===== config.mk =====
export PLATFORM = sky130hd
export DESIGN_NAME = mult_div_unit
export DESIGN_NICKNAME = d
export VERILOG_FILES = /design/src/rtl/mult_div_unit.sv
export SDC_FILE = /design/constraint.sdc
export NUM_CORES = 1
export LEC_CHECK = 0
export BUFFER_PORTS_ARGS = -buffer_cell sky130_fd_sc_hd__buf_2
export CORE_MARGIN = 5
export CORE_UTILIZATION = 47
export DETAILED_ROUTE_END_ITERATION = 10
export GPL_TIMING_DRIVEN = 0
export HOLD_SLACK_MARGIN = 0.08
export PLACE_DENSITY = 0.66
export RECOVER_POWER = 100
export SLEW_MARGIN = 20
export SYNTH_ARGS = -nofsm -noshare
export SYNTH_HDL_FRONTEND = slang
export SYNTH_SLANG_ARGS = --single-unit
export TNS_END_PERCENT = 1

===== constraint.sdc =====
create_clock -name clk_i -period 8.7 [get_ports clk_i]
set_input_delay 0.435 -clock clk_i [delete_from_list [all_inputs] [get_ports clk_i]]
set_output_delay 0.435 -clock clk_i [all_outputs]
set_load 0.03 [all_outputs]

===== src/rtl/mult_div_unit.sv =====
// rtl/mult_div_unit.sv - iterative multiply/divide unit with HI/LO result registers
//
// Purpose: EX-stage MULT/MULTU/DIV/DIVU engine. One operand bit is processed per
// clock. busy_o stalls the pipeline while an operation is in flight. flush_i
// abandons it without touching hi_o/lo_o.
//
// Ports:
//   clk_i       clock, rising edge
//   rst_i       asynchronous active-low reset
//   start_i     request an operation (sampled in IDLE only)
//   op_i        00 MULTU, 01 MULT, 10 DIVU, 11 DIV
//   data1_i     multiplicand / dividend
//   data2_i     multiplier / divisor
//   flush_i     abort the operation in flight (wins over start_i in IDLE)
//   busy_o      high while an operation is in flight
//   done_o      one-cycle pulse when hi_o/lo_o take a new result
//   div_zero_o  high with done_o when the divisor was zero
//   hi_o        product upper half / remainder
//   lo_o        product lower half / quotient
module mult_div_unit #(
  parameter int WIDTH = 32
) (
  input  logic             clk_i,
  input  logic             rst_i,
  input  logic             start_i,
  input  logic [1:0]       op_i,
  input  logic [WIDTH-1:0] data1_i,
  input  logic [WIDTH-1:0] data2_i,
  input  logic             flush_i,
  output logic             busy_o,
  output logic             done_o,
  output logic             div_zero_o,
  output logic [WIDTH-1:0] hi_o,
  output logic [WIDTH-1:0] lo_o
);

  localparam int CW = $clog2(WIDTH + 1);

  localparam logic [1:0] ST_IDLE = 2'd0;
  localparam logic [1:0] ST_CALC = 2'd1;
  localparam logic [1:0] ST_FIX  = 2'd2;

  logic [1:0]         state;
  logic [CW-1:0]      cnt;
  // Shared work register: multiply keeps {partial product, remaining multiplier},
  // divide keeps {partial remainder, dividend bits shifting out / quotient shifting in}.
  logic [2*WIDTH-1:0] acc;
  logic [WIDTH-1:0]   opb;      // multiplicand or divisor magnitude
  logic               is_div;
  logic               neg_res;  // product / quotient sign
  logic               neg_rem;  // remainder follows dividend sign
  logic               dz;

  logic               sign1;
  logic               sign2;
  logic [WIDTH-1:0]   mag1;
  logic [WIDTH-1:0]   mag2;
  logic [WIDTH:0]     mul_sum;
  logic [2*WIDTH-1:0] mul_next;
  logic [WIDTH:0]     div_shift;
  logic               div_ge;
  logic [WIDTH-1:0]   div_diff;
  logic [2*WIDTH-1:0] div_next;
  logic [2*WIDTH-1:0] prod_fix;
  logic [WIDTH-1:0]   quo_fix;
  logic [WIDTH-1:0]   rem_fix;

  assign busy_o = (state != ST_IDLE);

  always_comb begin
    sign1 = op_i[0] & data1_i[WIDTH-1];
    sign2 = op_i[0] & data2_i[WIDTH-1];
    mag1  = sign1 ? -data1_i : data1_i;
    mag2  = sign2 ? -data2_i : data2_i;

    // Shift-add: add multiplicand on multiplier LSB, then shift the whole pair right.
    mul_sum  = {1'b0, acc[2*WIDTH-1:WIDTH]} + (acc[0] ? {1'b0, opb} : {(WIDTH+1){1'b0}});
    mul_next = {mul_sum, acc[WIDTH-1:1]};

    // Restoring divide: the true difference is below 2^WIDTH, so a WIDTH-bit subtract suffices.
    div_shift = {acc[2*WIDTH-1:WIDTH], acc[WIDTH-1]};
    div_ge    = (div_shift >= {1'b0, opb});
    div_diff  = div_shift[WIDTH-1:0] - opb;
    div_next  = {(div_ge ? div_diff : div_shift[WIDTH-1:0]), acc[WIDTH-2:0], div_ge};

    prod_fix = neg_res ? -acc : acc;
    quo_fix  = neg_res ? -acc[WIDTH-1:0] : acc[WIDTH-1:0];
    rem_fix  = neg_rem ? -acc[2*WIDTH-1:WIDTH] : acc[2*WIDTH-1:WIDTH];
  end

  always_ff @(posedge clk_i or negedge rst_i) begin
    if (!rst_i) begin
      state      <= ST_IDLE;
      cnt        <= '0;
      acc        <= '0;
      opb        <= '0;
      is_div     <= 1'b0;
      neg_res    <= 1'b0;
      neg_rem    <= 1'b0;
      dz         <= 1'b0;
      done_o     <= 1'b0;
      div_zero_o <= 1'b0;
      hi_o       <= '0;
      lo_o       <= '0;
    end else begin
      done_o     <= 1'b0;
      div_zero_o <= 1'b0;
      case (state)
        ST_IDLE: begin
          if (start_i && !flush_i) begin
            is_div  <= op_i[1];
            neg_res <= sign1 ^ sign2;
            neg_rem <= sign1;
            opb     <= mag2;
            cnt     <= CW'(WIDTH);
            if (op_i[1] && (data2_i == '0)) begin
              // Raw dividend kept so FIX can return it unchanged in hi_o.
              dz    <= 1'b1;
              acc   <= {{WIDTH{1'b0}}, data1_i};
              state <= ST_FIX;
            end else begin
              dz    <= 1'b0;
              acc   <= {{WIDTH{1'b0}}, mag1};
              state <= ST_CALC;
            end
          end
        end
        ST_CALC: begin
          if (flush_i) begin
            state <= ST_IDLE;
          end else begin
            acc <= is_div ? div_next : mul_next;
            cnt <= cnt - 1'b1;
            if (cnt == CW'(1)) state <= ST_FIX;
          end
        end
        ST_FIX: begin
          state <= ST_IDLE;
          if (!flush_i) begin
            done_o     <= 1'b1;
            div_zero_o <= dz;
            if (dz) begin
              hi_o <= acc[WIDTH-1:0];
              lo_o <= '1;
            end else if (is_div) begin
              hi_o <= rem_fix;
              lo_o <= quo_fix;
            end else begin
              hi_o <= prod_fix[2*WIDTH-1:WIDTH];
              lo_o <= prod_fix[WIDTH-1:0];
            end
          end
        end
        default: state <= ST_IDLE;
      endcase
    end
  end

endmodule


; ---- Yosys cells after proc, flatten, opt, wreduce, memory -nomap -nowiden
; Index checks and enable logic that the tools add are counted.
[op_classes]
add_sub_neg = 8
order_cmp = 1
eq_ne = 6
n_mux = 29
n_bitwise = 4
n_reduce_logical = 11
[ops]
columns = operator, count
row1 = two-way mux 32 bit, 11
row2 = two-way mux 64 bit, 4
row3 = negation 32 bit, 4
row4 = case mux 64 bit (2 select lines), 1
row5 = negation 64 bit, 1
row6 = adder 32 x 32 -> 33 bit, 1
row7 = >= comparator 33 x 32 -> 1 bit, 1
row8 = logical NOT 32 bit, 1
row9 = subtractor 32 bit, 1
row10 = two-way mux 6 bit, 2
row11 = case mux 6 bit (2 select lines), 1
row12 = two-way mux 2 bit, 4
row13 = "== test 6 x 1 -> 1 bit, second input constant", 1
row14 = AND reduction 2 bit, 3
row15 = "subtractor 6 x 1 -> 6 bit, second input constant", 1
row16 = two-way mux 1 bit, 5
row17 = "inequality test 2 bit, second input constant", 2
row18 = case mux 2 bit (2 select lines), 1
row19 = nonzero test 2 bit, 2
row20 = "inequality test 3 bit, second input constant", 1
row21 = AND reduction 3 bit, 1
row22 = bitwise AND 1 bit, 2
row23 = "== test 2 x 1 -> 1 bit, second input constant", 1
row24 = "== test 2 bit, second input constant", 1
row25 = other kinds (5), 6
[word_totals]
ff_bits = 174
output_inout_bits = 67
elab_cells = 71

; ---- Logic depth before layout (Yosys ltp)
; Gate-level depths: netlist of the first run.
[depth]
word_depth = 5
ltp_mapped = 14

; ---- Worst setup path before layout of the first run
; Ideal clock, no wire load.
[synth_timing]
path_type = register to register
start = register acc[0]
end = register acc[59]
setup_time_ns = 0.083
arrival_time_ns = 3.256
required_time_ns = 8.617
slack_ns = 5.361
stages_incl_launch_ff = 14
path_buffers = 1
cell_sequence = dfrtp_1 inv_1 clkbuf_1 nor2_1 ha_1 nand2_1 o211ai_1 or4b_2 a211oi_1 o211ai_1 or3_1 nand4_1 o311ai_0 o21ai_0
[synth_between]
elab_chain_len = 5
[synth_lines]
columns = element, line_no
row1 = from (decl), 47  ; logic [2*WIDTH-1:0] acc;
row2 = from (signal assigned), 119  ; acc <= {{WIDTH{1'b0}}, data1_i};
row3 = from (signal assigned), 123  ; acc <= {{WIDTH{1'b0}}, mag1};
row4 = from (signal assigned), 132  ; acc <= is_div ? div_next : mul_next;
row5 = two-way mux 32 bit, 77  ; mul_sum = {1'b0, acc[2*WIDTH-1:WIDTH]} + (acc[0] ? {1'b0, opb} : {(WIDTH+1){1'b0}});
row6 = adder 32 x 32 -> 33 bit, 77
row7 = two-way mux 64 bit, 132
row8 = two-way mux 64 bit, 129  ; if (flush_i) begin
row9 = case mux 64 bit (2 select lines), 108  ; case (state)
; No other way between the ends. The select of a mux whose other input is x is not followed.
; A chain may end at the register's enable or synchronous reset.

==> summary.txt, run 1 <==
Outcome
  • Status: finished, violations left
  • Failing checks: capacitance limit, slew limit

Route
  • Wire per inst: 21.41 um
  • Met1 Wirelength: 22380 um
  • First-pass DRT Iterations: 8
  • Final WL: 50860 um
  • # DRC: 0
  • Top sig layer: met4
  • Vias per std cell: 6.138
  • Antenna viol nets, final: 0
  • Iter 0 DRT Violations: 1507
  • Met3 routed WL: 4575 um
  • Metal2 WL: 22200 um
  • Via count: 14580

Synth
  • Simple-Gate Fraction of Synth Area: 20.13%
  • Mapped cell area: 14260 um^2
  • Ys async rst share: 100.0%
  • Adder-cell share of the synthesized area: 6.422%
  • Yosys top cell by area: dfrtp_1
  • Number of synthesized register bits: 174
  • Ys Warns: 0
  • Synth area leaders: dfrtp_1 31%, o21ai_0 7.3%, ha_1 6.1%, a21oi_1 5.7%, xnor2_1 5.4%
  • Ys flop type: dfrtp_1
  • Post-synthesis xor/xnor area fraction: 10.62%
  • Number of flops mapped to enable cells by yosys: 0
  • Compound-cell area share of the yosys netlist: 23.05%
  • Synth Instances: 1816
  • Unique masters post-synth: 71
  • Post-synthesis sequential area ratio: 30.53%
  • Post-synthesis mux area share: 4.703%
  • Syn avg cell area: 7.853 um^2
  • Post-synth top area share: 30.53%
  • Mapped Nets: 1958
  • Main combinational cell family by area after synthesis: compound AO/OA/AOI/OAI gates

GRT
  • Initial antenna violation count: 0
  • Number of global-route vias before repair: 13840
  • GRT Resource Usage Total: 29.26%
  • First-pass GRT wire length: 78100 um
  • Largest net degree at the start of global routing: 68
  • GR Overflow Total: 0

Critical path
  • Max FO, Critical Path: 60
  • RR Startpoint: acc[41]$_DFFE_PN0P_
  • R2R depth: 12
  • CP Capture Type: asynchronous set/reset pin
  • Req. time, crit path: 8.49 ns
  • Critical Path AT: 5.42 ns
  • CP startpoint: rst_i
  • Crit start category: input port
  • CP Class: in2async

Pwr
  • Seq pwr share: 26.3%
  • Power Internal: 0.002542 W
  • VDD IR max: 0.1629 mV
  • Comb pwr share: 59.4%
  • Clock Power Share: 14.3%
  • Pwr per Cell Area: 333.0 nW/um^2
  • Psw: 0.002756 W
  • Leak Pwr: 6.878 nW
  • Tot Pwr: 0.005298 W
  • Net Sw Frac: 52.02%

Clock network
  • TritonCTS clock tree: done
  • Clock latency on the worst-skew pair: 0.45 ns
  • Clk slew on worst S/H paths: 0.07 ns
  • Clock net sink count: 174
  • CTS Buf Count: 17
  • Post CTS Setup Buffer Count: 0
  • Clock tree buffer depth: 2
  • # H-tree levels: 4
  • Root Buffer: clkbuf_16

Placed design
  • Post-placement cell count: 2342
  • Post-DP HPWL: 40490 um
  • Count of input and output buffers: 134
  • GPL Wtd Cong: 0.9745

Layout
  • Antenna cell count: 0
  • Share of post-route cells with drive strength above 1: 5.945%
  • Area grow syn2layout: 11.58%
  • Register area: 4354 um^2
  • Multi-input logic area: 9245 um^2
  • Layout Cells excl Fill: 2375
  • Nets: 2114
  • Fillcell total: 2971

STA
  • Clk_skew: 0.01394 ns
  • Final hold vios: 0
  • Tmin final: 5.630 ns
  • Setup Viol. Count Final: 0
  • RSZ-0062 raised after global routing: false
  • Setup TNS: 0 ns
  • Period Utilization, post-route: 64.71%
  • Worst slew margin: -125.9%
  • Fin. max-slew vios: 110
  • Max Clock Freq: 177.6 MHz
  • Measured slew at the worst slew-check pin: 3.389 ns

Die
  • Std-Cell Rows: 63
  • Die area: 33930 um^2
  • IO Pins: 137
  • Core ar.: 29800 um^2
  • Die width: 184.2 um
  • Initial core utilization: 47.86%
  • Die Y: 184.2 um

Hold path
  • Hold path depth: 3
  • Hold WC Path Type: in2reg
  • HP Start: data2_i[1]

Run
  • Max-cap violations: 2
[state kept, by name, summed over array words and instances, names as in the netlist]
name        flops
lo_o           32
done_o          1
state           2
div_zero_o      1
is_div          1
opb            32
neg_res         1
cnt             6
acc            64
neg_rem         1
hi_o           32
dz              1
[kinds of logic (layout without fill, tap and decap cells)]
logic type,after synthesis,in the layout
XOR/XNOR,173,173
flip-flops,174,174
adder cells (fa/ha/maj),72,72
buffers and inverters,172,341
AO/OA/AOI/OAI,554,554
AND/OR/NAND/NOR,604,604
multiplexers,67,67
[final cells by class]
type | count | share of cell area (%)
plain buffers | 106 | 2.508
clock buffers | 19 | 2.721
clock inverters | 13 | 0.7627
inverters | 66 | 1.557
multi-input cells | 1470 | 58.10
flip-flops and latches | 174 | 27.36
well taps | 390 | 3.067
repair buffers | 137 | 3.924
[cell usage after synthesis, types with 3 or more instances]
master    instances
o21ai_0         208
nand2_1         201
dfrtp_1         174
a21oi_1         161
nor2_1          159
clkbuf_1        101
xnor2_1          88
xor2_1           85
ha_1             70
mux2i_1          67
inv_1            66
nand3_1          42
nor3_1           40
o31ai_1          32
and3_1           23
nor4_1           22
a21o_1           21
nand4_1          19
o21a_1           18
a31oi_1          14
or3_1            14
or4_1            14
a22oi_1          13
and2_1           13
a211oi_1         12
nor2b_1          12
nand2b_1         11
o211ai_1         11
or2_2             9
nor3b_1           7
o41ai_1           6
a211o_1           5
o21bai_1          5
a21boi_0          4
a31o_2            4
o22ai_1           4
o311ai_0          4
a32oi_1           3
buf_1             3
nand3b_1          3
o211a_1           3
o21ai_1           3
o221ai_1          3
[worst paths after layout]
check | end | slack (ns)
worst max-delay path | acc[15]$_DFFE_PN0P_ | 3.07
worst min-delay path | opb[1]$_DFFE_PN0P_ | 0.27
worst max register to register | acc[45]$_DFFE_PN0P_ | 3.88
worst min register to register | hi_o[3]$_DFFE_PN0P_ | 0.48
max in group clk_i | acc[45]$_DFFE_PN0P_ | 3.88
min in group asynchronous | hi_o[15]$_DFFE_PN0P_ | 1.39
[metal layers]
layer | up-vias | global-route usage, %
li1 | 6805 | -
met1 | 6942 | 42.34
met2 | 725 | 45.18
met3 | 106 | 3.454
met4 | 0 | 10.68
met5 | - | 0
[cells in the final DEF, fill, tap and decap left out, types with 66 or more instances in the layout]
master,n
dfrtp_1,174
inv_1,66
nor2_1,159
mux2i_1,67
xor2_1,85
clkbuf_1,175
ha_1,70
a21oi_1,161
o21ai_0,211
nand2_1,201
xnor2_1,88
[power groups by stage]
stage	registers (W)	clock network [W]	logic, W
after floorplan	0.00137	0	0.00214
after global placement	0.00138	0	0.00305
after detailed placement	0.00139	0	0.00309
after CTS	0.00137	0.000760	0.00310
after global routing	0.00142	0.000794	0.00343
final	0.00139	0.000758	0.00315
[through the flow]
stage / instance area, um^2 / util [%] / hold slack [ns] / setup WS (ns)
final: 15910 / 53.41 / 0.2745 / 3.070
after CTS: 16050 / 53.86 / 0.2709 / 4.171
after detailed placement: 15480 / 51.97 / 0.3660 / 4.203
after global placement: 15420 / 51.75 / 0.4591 / 4.193
after global routing: 15910 / 53.41 / 0.3028 / 2.007
after floorplan: 14260 / - / 0.1394 / 5.361
[worst max-delay path: stages]
cell and delay, ns:
dlygate4sd3_1 0.52, clkbuf_1 1.89, clkbuf_1 2.49
[repair_timing]
item	4_1_cts	5_1_grt
setup endpoints to repair	0	0
hold buffers	1	0
resized for setup	0	0
endpoints found under the hold margin	47	0
(Power assumes the default switching activity.)
==> run 2, diff against run 1 <==
--- a/config.mk
+++ b/config.mk
@@ -11,7 +11,7 @@
 export DETAILED_ROUTE_END_ITERATION = 10
 export GPL_TIMING_DRIVEN = 0
 export HOLD_SLACK_MARGIN = 0.08
-export PLACE_DENSITY = 0.66
+export PLACE_DENSITY = 0.68
 export RECOVER_POWER = 100
 export SLEW_MARGIN = 20
 export SYNTH_ARGS = -nofsm -noshare
==> constraint.sdc (replaced) <==
create_clock -name clk_i -period 4.64 [get_ports clk_i]
set_input_delay 0.232 -clock clk_i [delete_from_list [all_inputs] [get_ports clk_i]]
set_output_delay 0.232 -clock clk_i [all_outputs]
set_load 0.03 [all_outputs]
==> run 2 against run 1 <==
The run still ends with capacitance limit, slew limit left. Sequential power grew 87%. Flip-flop and latch count is the same. Critical path depth rose by 9. Combinational power rose by 83%. Sequential share of layout area down 0.18 points. Die area did not move. Routed wire length down 3.2%. Register-to-register slack got worse by 3.7 ns. Cell count rose by 0.13%. Total power rose by 87%. Count of clock-buffer cells in the layout shrank 2. Setup slack lost 2.9 ns.
==> summary.txt, run 2 (synthesis results as in run 1) <==
Outcome
  • Status: finished, violations left
  • Failing checks: capacitance limit, slew limit

Critical path
  • Crit start category: flop
  • CP Capture Type: flop
  • CP max-delay cell: o311ai_0
  • Req. time, crit path: 4.96 ns (-3.53 ns)
  • R2R depth: 12 (unchanged)
  • Crit-path cells: inv_1 -> clkbuf_1 -> nor2_1 -> ha_1 -> a2111o_1 -> o211a_1 -> o311a_1 -> a221o_1 -> o311ai_0 -> mux2i_1 -> nor2_1 -> o211ai_1
  • Max FO, Critical Path: 10 (-83%)
  • Max incr delay on CP: 0.55 ns (-1.94 ns)
  • CP Class: reg2reg
  • Critical Path AT: 4.77 ns (-0.65 ns)
  • Most common cell on crit path: nor2_1

STA
  • RSZ-0062 raised after global routing: false
  • Fin. max-slew vios: 84 (-24%)
  • Clk_skew: 0.01595 ns (+0.002004 ns)
  • Setup TNS: 0 ns (unchanged)
  • Worst setup margin: 0.1855 ns (-2.885 ns)
  • Period Utilization, post-route: 96.00%
  • Setup Viol. Count Final: 0 (unchanged)
  • Max Clock Freq: 224.5 MHz
  • Worst slew margin: -54.75% (+71 points)
  • Final hold vios: 0 (unchanged)
  • Tmin final: 4.455 ns
  • Measured slew at the worst slew-check pin: 2.321 ns (-1.068 ns)

Route
  • # DRC: 0 (unchanged)
  • Via count: 14280 (-2.0%)
  • Antenna viol nets, final: 0 (unchanged)
  • Vias per std cell: 6.006 (-2.2%)
  • Final WL: 49210 um (-3.2%)
  • Met1 Wirelength: 21250 um (-5.0%)
  • Metal2 WL: 21880 um (-1.5%)
  • Top sig layer: met5
  • First-pass DRT Iterations: 6 (-2)
  • Met3 routed WL: 4333 um (-5.3%)
  • Wire per inst: 20.69 um (-3.4%)
  • Iter 0 DRT Violations: 1223 (-19%)

GRT
  • GR Overflow Total: 0 (unchanged)
  • Initial antenna violation count: 0 (unchanged)
  • Largest net degree at the start of global routing: 92 (+35%)
  • Number of global-route vias before repair: 13640 (-1.5%)
  • GRT Resource Usage Total: 28.34% (-0.93 points)
  • First-pass GRT wire length: 75570 um (-3.2%)

Clock network
  • Root Buffer: clkbuf_16
  • Post CTS Setup Buffer Count: 0 (unchanged)
  • CTS Buf Count: 17 (unchanged)
  • Clk slew on worst S/H paths: 0.08 ns (about the same)
  • Clock net sink count: 174 (unchanged)
  • Clock tree buffer depth: 2 (unchanged)
  • Clock latency on the worst-skew pair: 0.46 ns (about the same)
  • TritonCTS clock tree: done
  • # H-tree levels: 4 (unchanged)

Pwr
  • Leak Pwr: 6.938 nW (+0.88%)
  • Pwr per Cell Area: 617.9 nW/um^2 (+86%)
  • VDD IR max: 0.3471 mV (+110%)

Hold path
  • Hold path depth: 3 (unchanged)
  • Hold WC Path Type: in2reg

Layout
  • Largest reg by FF count: acc
  • Max reg flops: 64 (unchanged)
  • Antenna cell count: 0 (unchanged)
  • Nets: 2117 (+0.14%)
  • Area grow syn2layout: 12.32%
  • Most frequent standard cell in the layout excluding fill and tap cells: o21ai_0
  • Fin area: 16020 um^2 (+0.66%)
  • Share of post-route cells with drive strength above 1: 6.237% (+0.29 points)
  • Most frequent cells in the layout: 211 x o21ai_0, 201 x nand2_1, 174 x dfrtp_1, 169 x clkbuf_1, 161 x a21oi_1

Placed design
  • Count of input and output buffers: 134 (unchanged)
  • DP Area: 15460 um^2 (-0.16%)
  • Dpl ws: 0.1985 ns (-4.004 ns)
  • Post-DP HPWL: 38880 um (-4.0%)
  • GPL Wtd Cong: 0.9684 (-0.63%)

Die
  • Std-Cell Rows: 63 (unchanged)
  • Die width: 184.2 um (unchanged)
  • IO Pins: 137 (unchanged)
  • Die Y: 184.2 um (unchanged)
  • Die area: 33930 um^2 (unchanged)
  • Core ar.: 29800 um^2 (unchanged)
  • Initial core utilization: 47.86% (unchanged)

Run
  • Max-cap violations: 1 (-1)
[run 2: changes by cell type in the layout (fill, tap and decap cells not counted), sizes merged]
cell	change
bufinv	+1
clkbuf	-3
clkinv	+3
dlygate4sd3	+4
clkinvlp	-2
[run 2: path summary, 6_finish.rpt]
kind | startpoint | end | slack, ns
max | acc[0]$_DFFE_PN0P_ | acc[61]$_DFFE_PN0P_ | 0.19
min | data2_i[30] | opb[30]$_DFFE_PN0P_ | 0.08
max reg2reg | acc[0]$_DFFE_PN0P_ | acc[61]$_DFFE_PN0P_ | 0.19
min reg2reg | hi_o[0]$_DFFE_PN0P_ | hi_o[0]$_DFFE_PN0P_ | 0.48
max in group asynchronous | rst_i | acc[52]$_DFFE_PN0P_ | 2.27
min in group asynchronous | rst_i | acc[39]$_DFFE_PN0P_ | 0.98
[run 2: cell type report]
class                      count  area [um^2]
tap                          390        488.0
timing repair buffer         140        661.9
sequential                   174         4354
inverter                      66        247.7
multi-input combinational   1470         9248
clock buffer                  17        425.4
clock inverter                15        191.4
buffer                       106        401.6
fill                        3060        13780
[run 2: timing repair]
action	CTS	global route
gates resized for setup	0	2
setup endpoints to repair	0	1
hold endpoints to repair	87	0
hold buffers	5	0
[run 2: per-layer routing]
metal  global-route usage (%)  up-vias
li1                         -     6809
met1                    39.15     6776
met2                    44.81      590
met3                    5.052      105
met4                    9.908        2
met5                   0.7143        -
[run 2: worst max-delay path: cells and delay by family (launching register included)]
family                     cells  cell delay [ns]
DFF                            1             0.54
muxes                          1             0.15
AOI/OAI and AO/OA              6             2.18
buffers and inverters          2             0.69
and+or+nand+nor                2             0.37
adders and majority gates      1             0.38
[run 2: through the flow]
stage / power (W) / hold WS, ns / util (%) / instances
2_1_floorplan: 0.006581 / -0.06359 / - / 1816
3_3_place_gp: 0.008192 / 0.4583 / 51.75 / 2340
3_5_place_dp: 0.008260 / 0.2912 / 51.89 / 2341
4_1_cts: 0.009814 / 0.08124 / 54.12 / 2378
5_1_grt: 0.01058 / 0.1014 / 53.76 / 2378
6_report: 0.009898 / 0.08450 / 53.76 / 2378
[run 2: power by group]
group / internal (W) / switching [W]
clock network: 0.000780 / 0.000762
registers: 0.00194 / 0.000660
logic: 0.00212 / 0.00364
